--- config.mk ---
export PLATFORM = sky130hd
export DESIGN_NAME = tmc_spi_scheduler
export DESIGN_NICKNAME = d
export VERILOG_FILES = /design/src/rtl/tmc_spi_scheduler.sv
export SDC_FILE = /design/constraint.sdc
export NUM_CORES = 1
export LEC_CHECK = 0
export ABC_AREA = 1
export ABC_CLOCK_PERIOD_IN_PS = 7100
export CAP_MARGIN = 20
export CORE_MARGIN = 5
export CORE_UTILIZATION = 55
export DETAILED_ROUTE_END_ITERATION = 16
export DONT_BUFFER_PORTS = 1
export PLACE_DENSITY = 0.75
export SYNTH_ARGS = -nofsm -noshare
export SYNTH_HDL_FRONTEND = slang
export SYNTH_SLANG_ARGS = --single-unit
export TNS_END_PERCENT = 10
--- constraint.sdc ---
create_clock -name clk_i -period 7.1 [get_ports clk_i]
set_input_delay 0.71 -clock clk_i [delete_from_list [all_inputs] [get_ports clk_i]]
set_output_delay 0.71 -clock clk_i [all_outputs]
set_load 0.01 [all_outputs]
--- src/rtl/tmc_spi_scheduler.sv ---
// Sequencer for the shared TMC5130 SPI master: arbitrates host register
// requests against a periodic DRV_STATUS poll and hides the two-datagram read.
module tmc_spi_scheduler #(
  parameter int unsigned POLL_DIV  = 50000,
  parameter logic [6:0]  POLL_ADDR = 7'h6F,
  parameter int unsigned CS_GAP    = 8,
  parameter int unsigned TIMEOUT   = 4096
) (
  input  logic        clk_i,
  input  logic        reset_i,
  input  logic        host_req_i,
  input  logic [1:0]  host_drv_i,
  input  logic        host_wr_i,
  input  logic [6:0]  host_addr_i,
  input  logic [31:0] host_wdata_i,
  output logic        host_ack_o,
  output logic        host_done_o,
  output logic [31:0] host_rdata_o,
  output logic [7:0]  host_status_o,
  input  logic        poll_en_i,
  input  logic [1:0]  stat_sel_i,
  output logic [31:0] stat_data_o,
  output logic [3:0]  stat_valid_o,
  output logic        spi_start_o,
  output logic [1:0]  spi_cs_o,
  output logic [39:0] spi_tx_o,
  input  logic        spi_done_i,
  input  logic [39:0] spi_rx_i,
  output logic        busy_o
);

  localparam int PW = $clog2(POLL_DIV);
  localparam int TW = $clog2(TIMEOUT + 1);
  localparam int GW = $clog2(CS_GAP + 2);
  localparam logic [PW-1:0] POLL_LAST = PW'(POLL_DIV - 1);
  localparam logic [TW-1:0] TMO_LAST  = TW'(TIMEOUT - 1);
  localparam logic [GW-1:0] GAP_CYC   = GW'(CS_GAP);
  localparam logic [39:0]   RX_TMO    = 40'hFF_0000_0000;

  typedef enum logic [2:0] {
    S_IDLE, S_GAP, S_ISSUE1, S_WAIT1, S_GAP2, S_ISSUE2, S_WAIT2, S_DONE
  } state_e;

  state_e            state_q, state_d;
  logic [GW-1:0]     gap_cnt_q;
  logic [TW-1:0]     tmo_cnt_q;
  logic [PW-1:0]     poll_cnt_q;
  logic              poll_pend_q;
  logic [1:0]        poll_drv_q;
  logic              last_host_q;
  logic              cur_host_q;
  logic              cur_wr_q;
  logic [1:0]        cur_drv_q;
  logic [1:0]        spi_cs_q;
  logic [39:0]       spi_tx_q;
  logic [31:0]       host_rdata_q;
  logic [7:0]        host_status_q;
  logic [3:0][31:0]  stat_q;
  logic [3:0]        stat_valid_q;

  logic        grant_host, grant_poll, fin, abort;
  logic        wait_st, gap_ok, done_in_wait, tmo_hit;
  logic [39:0] rx_sel;

  assign wait_st      = (state_q == S_WAIT1) || (state_q == S_WAIT2);
  assign gap_ok       = gap_cnt_q >= GAP_CYC;
  assign done_in_wait = wait_st && spi_done_i;
  assign tmo_hit      = wait_st && !spi_done_i && (tmo_cnt_q == TMO_LAST);

  always_comb begin
    state_d    = state_q;
    grant_host = 1'b0;
    grant_poll = 1'b0;
    fin        = 1'b0;
    abort      = 1'b0;
    case (state_q)
      S_IDLE: begin
        // On contention the side that did not win last time gets the slot.
        if (host_req_i && (!poll_pend_q || !last_host_q)) begin
          grant_host = 1'b1;
          state_d    = S_GAP;
        end else if (poll_pend_q) begin
          grant_poll = 1'b1;
          state_d    = S_GAP;
        end
      end
      S_GAP:    if (gap_ok) state_d = S_ISSUE1;
      S_ISSUE1: state_d = S_WAIT1;
      S_WAIT1: begin
        if (spi_done_i) begin
          if (cur_wr_q) begin
            state_d = S_DONE;
            fin     = 1'b1;
          end else begin
            state_d = S_GAP2;
          end
        end else if (tmo_hit) begin
          state_d = S_DONE;
          fin     = 1'b1;
          abort   = 1'b1;
        end
      end
      S_GAP2:   if (gap_ok) state_d = S_ISSUE2;
      S_ISSUE2: state_d = S_WAIT2;
      S_WAIT2: begin
        if (spi_done_i) begin
          state_d = S_DONE;
          fin     = 1'b1;
        end else if (tmo_hit) begin
          state_d = S_DONE;
          fin     = 1'b1;
          abort   = 1'b1;
        end
      end
      S_DONE:   state_d = S_IDLE;
      default:  state_d = S_IDLE;
    endcase
  end

  assign rx_sel = abort ? RX_TMO : spi_rx_i;

  always_ff @(posedge clk_i or posedge reset_i) begin
    if (reset_i) state_q <= S_IDLE;
    else         state_q <= state_d;
  end

  always_ff @(posedge clk_i or posedge reset_i) begin
    if (reset_i) begin
      gap_cnt_q     <= GAP_CYC;
      tmo_cnt_q     <= '0;
      poll_cnt_q    <= '0;
      poll_pend_q   <= 1'b0;
      poll_drv_q    <= 2'd0;
      last_host_q   <= 1'b0;
      cur_host_q    <= 1'b0;
      cur_wr_q      <= 1'b0;
      cur_drv_q     <= 2'd0;
      spi_cs_q      <= 2'd0;
      spi_tx_q      <= '0;
      host_rdata_q  <= '0;
      host_status_q <= '0;
      stat_q        <= '0;
      stat_valid_q  <= '0;
    end else begin
      // Gap counter saturates at CS_GAP so an idle bus never delays a grant.
      if (done_in_wait || tmo_hit) gap_cnt_q <= '0;
      else if (!gap_ok)            gap_cnt_q <= gap_cnt_q + 1'b1;

      if (spi_start_o)  tmo_cnt_q <= '0;
      else if (wait_st) tmo_cnt_q <= tmo_cnt_q + 1'b1;

      if (grant_host) begin
        last_host_q <= 1'b1;
        cur_host_q  <= 1'b1;
        cur_wr_q    <= host_wr_i;
        cur_drv_q   <= host_drv_i;
        spi_cs_q    <= host_drv_i;
        spi_tx_q    <= {host_wr_i, host_addr_i, host_wr_i ? host_wdata_i : 32'h0};
      end else if (grant_poll) begin
        last_host_q <= 1'b0;
        cur_host_q  <= 1'b0;
        cur_wr_q    <= 1'b0;
        cur_drv_q   <= poll_drv_q;
        spi_cs_q    <= poll_drv_q;
        spi_tx_q    <= {1'b0, POLL_ADDR, 32'h0};
      end

      if (fin && cur_host_q) begin
        host_rdata_q  <= rx_sel[31:0];
        host_status_q <= rx_sel[39:32];
      end
      if (fin && !cur_host_q) begin
        if (abort) begin
          stat_valid_q[cur_drv_q] <= 1'b0;
        end else begin
          stat_q[cur_drv_q]       <= rx_sel[31:0];
          stat_valid_q[cur_drv_q] <= 1'b1;
        end
      end

      if (!poll_en_i) begin
        poll_cnt_q  <= '0;
        poll_pend_q <= 1'b0;
        poll_drv_q  <= 2'd0;
      end else begin
        if (poll_cnt_q == POLL_LAST) begin
          poll_cnt_q  <= '0;
          poll_pend_q <= 1'b1;
        end else begin
          poll_cnt_q <= poll_cnt_q + 1'b1;
        end
        // Round completion wins over a coincident wrap: a round is never queued twice.
        if (fin && !cur_host_q) begin
          if (cur_drv_q == 2'd3) begin
            poll_pend_q <= 1'b0;
            poll_drv_q  <= 2'd0;
          end else begin
            poll_drv_q <= cur_drv_q + 2'd1;
          end
        end
      end
    end
  end

  assign host_ack_o    = grant_host;
  assign host_done_o   = (state_q == S_DONE) && cur_host_q;
  assign host_rdata_o  = host_rdata_q;
  assign host_status_o = host_status_q;
  assign stat_data_o   = stat_q[stat_sel_i];
  assign stat_valid_o  = stat_valid_q;
  assign spi_start_o   = (state_q == S_ISSUE1) || (state_q == S_ISSUE2);
  assign spi_cs_o      = spi_cs_q;
  assign spi_tx_o      = spi_tx_q;
  assign busy_o        = state_q != S_IDLE;

endmodule

==> results.py <==
metrics = {
    "logic_synthesis": {
        "async_reset_ff_frac": 1.00,
        "synthSimpleGateAreaFrac": 0.242,
        "syn_avg_cell_area_um2": 8.65,
        "synth_top_family_by_area": "simple AND/OR/NAND/NOR gates",
        "synth-seq-cells": 254,
        "netlist_area_um2": 11100,
        "synthCells": 1288,
        "synthFlopType": "dfrtp_1",
        "synth_xor_area_frac": 0.00314,
        "syn-num-nets": 1385,
        "synth-adder-area-share": 0.00898,
        "seq_area_frac_synth": 0.571,
        "synth.area.mux_share": 0,
        "synth-compound-area-share": 0.127,
        "synth_edf_count": 0,
        "synth_cell_types": 38,
        "yosysWarnings": 0,
    },
    "clock_network": {
        "clockBufferDepth": 3,
        "cts_made_buffers": 27,
        "h-tree-depth": 1,
        "postCtsSetupBuffers": 0,
        "clk_pin_slew_ns": 0.06,
        "root_buffer": "clkbuf_16",
        "cts_resized": 0,
        "cts_sinks": 254,
        "holdBufCountCts": 0,
        "cts_tree": "yes",
        "worst_skew_pair.late_latency_ns": 0.52,
    },
    "detailed_routing": {
        "drc": 0,
        "route.vias.total": 8791,
        "first_iter_violations": 684,
        "dr.pass1.iters": 5,
        "avgRoutedWirePerCell_um": 18.8,
        "antenna_left": 0,
        "routed_via_density": 5.68,
        "wl_um": 29100,
    },
    "setup_path": {
        "path_max_fanout": 41,
        "path_buf_inv": 1,
        "crit_path_cell_trace": "ha_1, nand3_1, nor2_1, nand3_2, nand2_1, nand2_2, nand2_4, nand2_2, buf_4, o21ai_0",
        "cp-end-kind": "flop",
        "crit-reg2reg-launch": "tmo_cnt_q[0]",
        "worstPathArrival_ns": 4.12,
        "reg2reg_setup_slack_ns": 3.40,
        "r2r-end": "host_rdata_o[3]",
        "critPathKind": "reg -> reg",
        "crit_required_ns": 7.52,
        "crit_family": "simple AND/OR/NAND/NOR gates",
        "worstSetupStartpointType": "flop",
        "cp_slowest_cell": "nand3_2",
        "crit_path_frequent_cell": "nand2_2",
        "slowest_delay_ns": 0.81,
        "rr_worst_depth": 10,
    },
    "final_layout": {
        "nNetsFinal": 1356,
        "drive_gt1_frac": 0.0555,
        "most-common-layout-cells": "nand2_1, dfrtp_1, o21ai_0, nor2_1, inv_1",
        "final_cell_area_um2": 12100,
        "layout_commonest_cell": "nand2_1",
        "num_antenna_cells": 0,
        "syn2layout_area_growth_pct": 8.46,
    },
    "timing": {
        "drv_slew": 0,
        "finalSetupViolCount": 0,
        "fin_crit_sh": 0.521,
        "finalWorstPathRequiredPeriod_ns": 3.70,
        "finalSetupTns_ns": 0,
        "slew_headroom": 0.297,
        "rsz0062_at_grt": "false",
        "max_freq_mhz": 271,
        "finalHoldViolations": 0,
        "clock_skew_ns": 0.00940,
        "worst_pin_slew_ns": 1.05,
    },
    "die": {
        "pin_count": 211,
        "initial_core_util": 0.554,
        "coreArea_um2": 20100,
        "die_area_um2": 23200,
        "die_x_um": 152,
        "chipHeight_um": 152,
        "std_cell_rows": 52,
    },
    "outcome": {
        "status": "finished, final reports clean",
    },
    "grt": {
        "grt_util_met1": 0.321,
        "grtUsageMet3": 0.0699,
        "overflow": 0,
        "grt_pass1_wl_um": 47200,
        "busiest_layer": "met2",
        "grt_pass1_vias": 8719,
        "grtUsageTotal": 0.247,
        "antenna_found_initial": 1,
        "met2_usage": 0.413,
        "grt_max_degree": 67,
    },
    "place": {
        "globalplace.congestion": 0.809,
        "numPortBuffers": 0,
        "place_area_um2": 11200,
        "dp_hpwl_um": 18200,
    },
    "power_and_ir_drop": {
        "peakVddDrop_mv": 0.314,
        "total_leakage_power_nw": 6.11,
        "power.density_nw_per_um2": 372,
    },
    "job": {
        "drv_cap": 0,
    },
    "hold_path": {
        "min_path_type": "in -> async",
    },
}
## report_power, final
group | total [W] | internal (W) | switching, W
combinational | 0.000853 | 0.000334 | 0.000519
sequential | 0.00229 | 0.00187 | 0.000418
clock | 0.00135 | 0.000789 | 0.000557
## cell families (layout without fill, tap and decap cells)
| group | count (synthesis) | in the layout |
|---|---|---|
| compound gates | 230 | 230 |
| simple gates | 671 | 671 |
| flops | 254 | 254 |
| xor+xnor | 4 | 4 |
| buf+inv | 121 | 112 |
| fa+ha+maj | 8 | 8 |
## stage by stage
step | instances | setup slack (ns) | power [W] | utilization | hold slack, ns
after CTS | 1548 | 3.38 | 0.00453 | 0.600 | 0.201
after floorplan | 1288 | 3.05 | 0.00293 | - | 0.433
after global routing | 1549 | 3.08 | 0.00478 | 0.601 | 0.235
after global placement | 1499 | 3.41 | 0.00312 | 0.558 | 0.446
final | 1549 | 3.40 | 0.00449 | 0.601 | 0.195
after detailed placement | 1499 | 3.30 | 0.00317 | 0.558 | 0.456
## final cells by class
class                           count  area [um2]
Fill cell                        1742        8020
Sequential cell                   254        6360
Multi-Input combinational cell    913        4240
Clock buffer                       41         778
Tap cell                          270         338
Inverter                           52         199
Timing Repair Buffer               11         103
Clock inverter                      8        67.6
## flip-flops by register name, summed over array words and instances, names as in the netlist, named ones only
signal	flops
cur_host_q	1
spi_tx_o	39
poll_pend_q	1
host_rdata_o	32
gap_cnt_q	4
stat_q	128
poll_cnt_q	16
cur_wr_q	1
spi_cs_o	2
poll_drv_q	2
host_status_o	8
tmo_cnt_q	13
state_q	3
## cell usage after synthesis (all sizes together), types with 2 or more instances
cell    number  share of area
clkbuf      49          0.017
buf         20          0.015
dfrtp      253           0.57
a211oi       2         0.0013
nand4        8         0.0067
or2          2         0.0011
ha           8         0.0090
o22ai       34          0.019
clkinv       6         0.0020
o21ai      130          0.059
nor4         4         0.0022
nand2      502           0.17
nand3       18          0.010
nor3        12         0.0054
nor2       122          0.044
nor3b        2         0.0013
inv         46          0.015
o22a         6         0.0047
a21oi       20         0.0090
xor2         4         0.0031
a32o        33          0.030
## worst register-to-register path, stage by stage (launching register included)
cell	delay (ns)
dfrtp_1	0.38
ha_1	0.20
nand3_1	0.18
nor2_1	0.25
nand3_2	0.81
nand2_1	0.37
nand2_2	0.12
nand2_4	0.15
nand2_2	0.44
buf_4	0.45
o21ai_0	0.25
## routing by layer
| metal | vias to the layer above | part of all wire |
|---|---|---|
| li1 | 4131 | - |
| met1 | 4224 | 0.41 |
| met2 | 381 | 0.48 |
| met3 | 53 | 0.094 |
| met4 | 2 | 0.023 |
| met5 | - | 0.00038 |
## worst max path at each step
stage,slack [ns],cells past startpoint,to,start
finish,3.40,10,host_rdata_o[3],tmo_cnt_q[0]
global placement,3.41,10,host_rdata_o[5],spi_done_i
detailed placement,3.30,9,host_rdata_o[3],spi_done_i
CTS,3.38,10,host_rdata_o[3],tmo_cnt_q[0]
floorplan,3.05,1,asynchronous set/reset pin,reset_i
global route,3.08,11,host_status_o[2],tmo_cnt_q[0]
(Power assumes the default switching activity.)
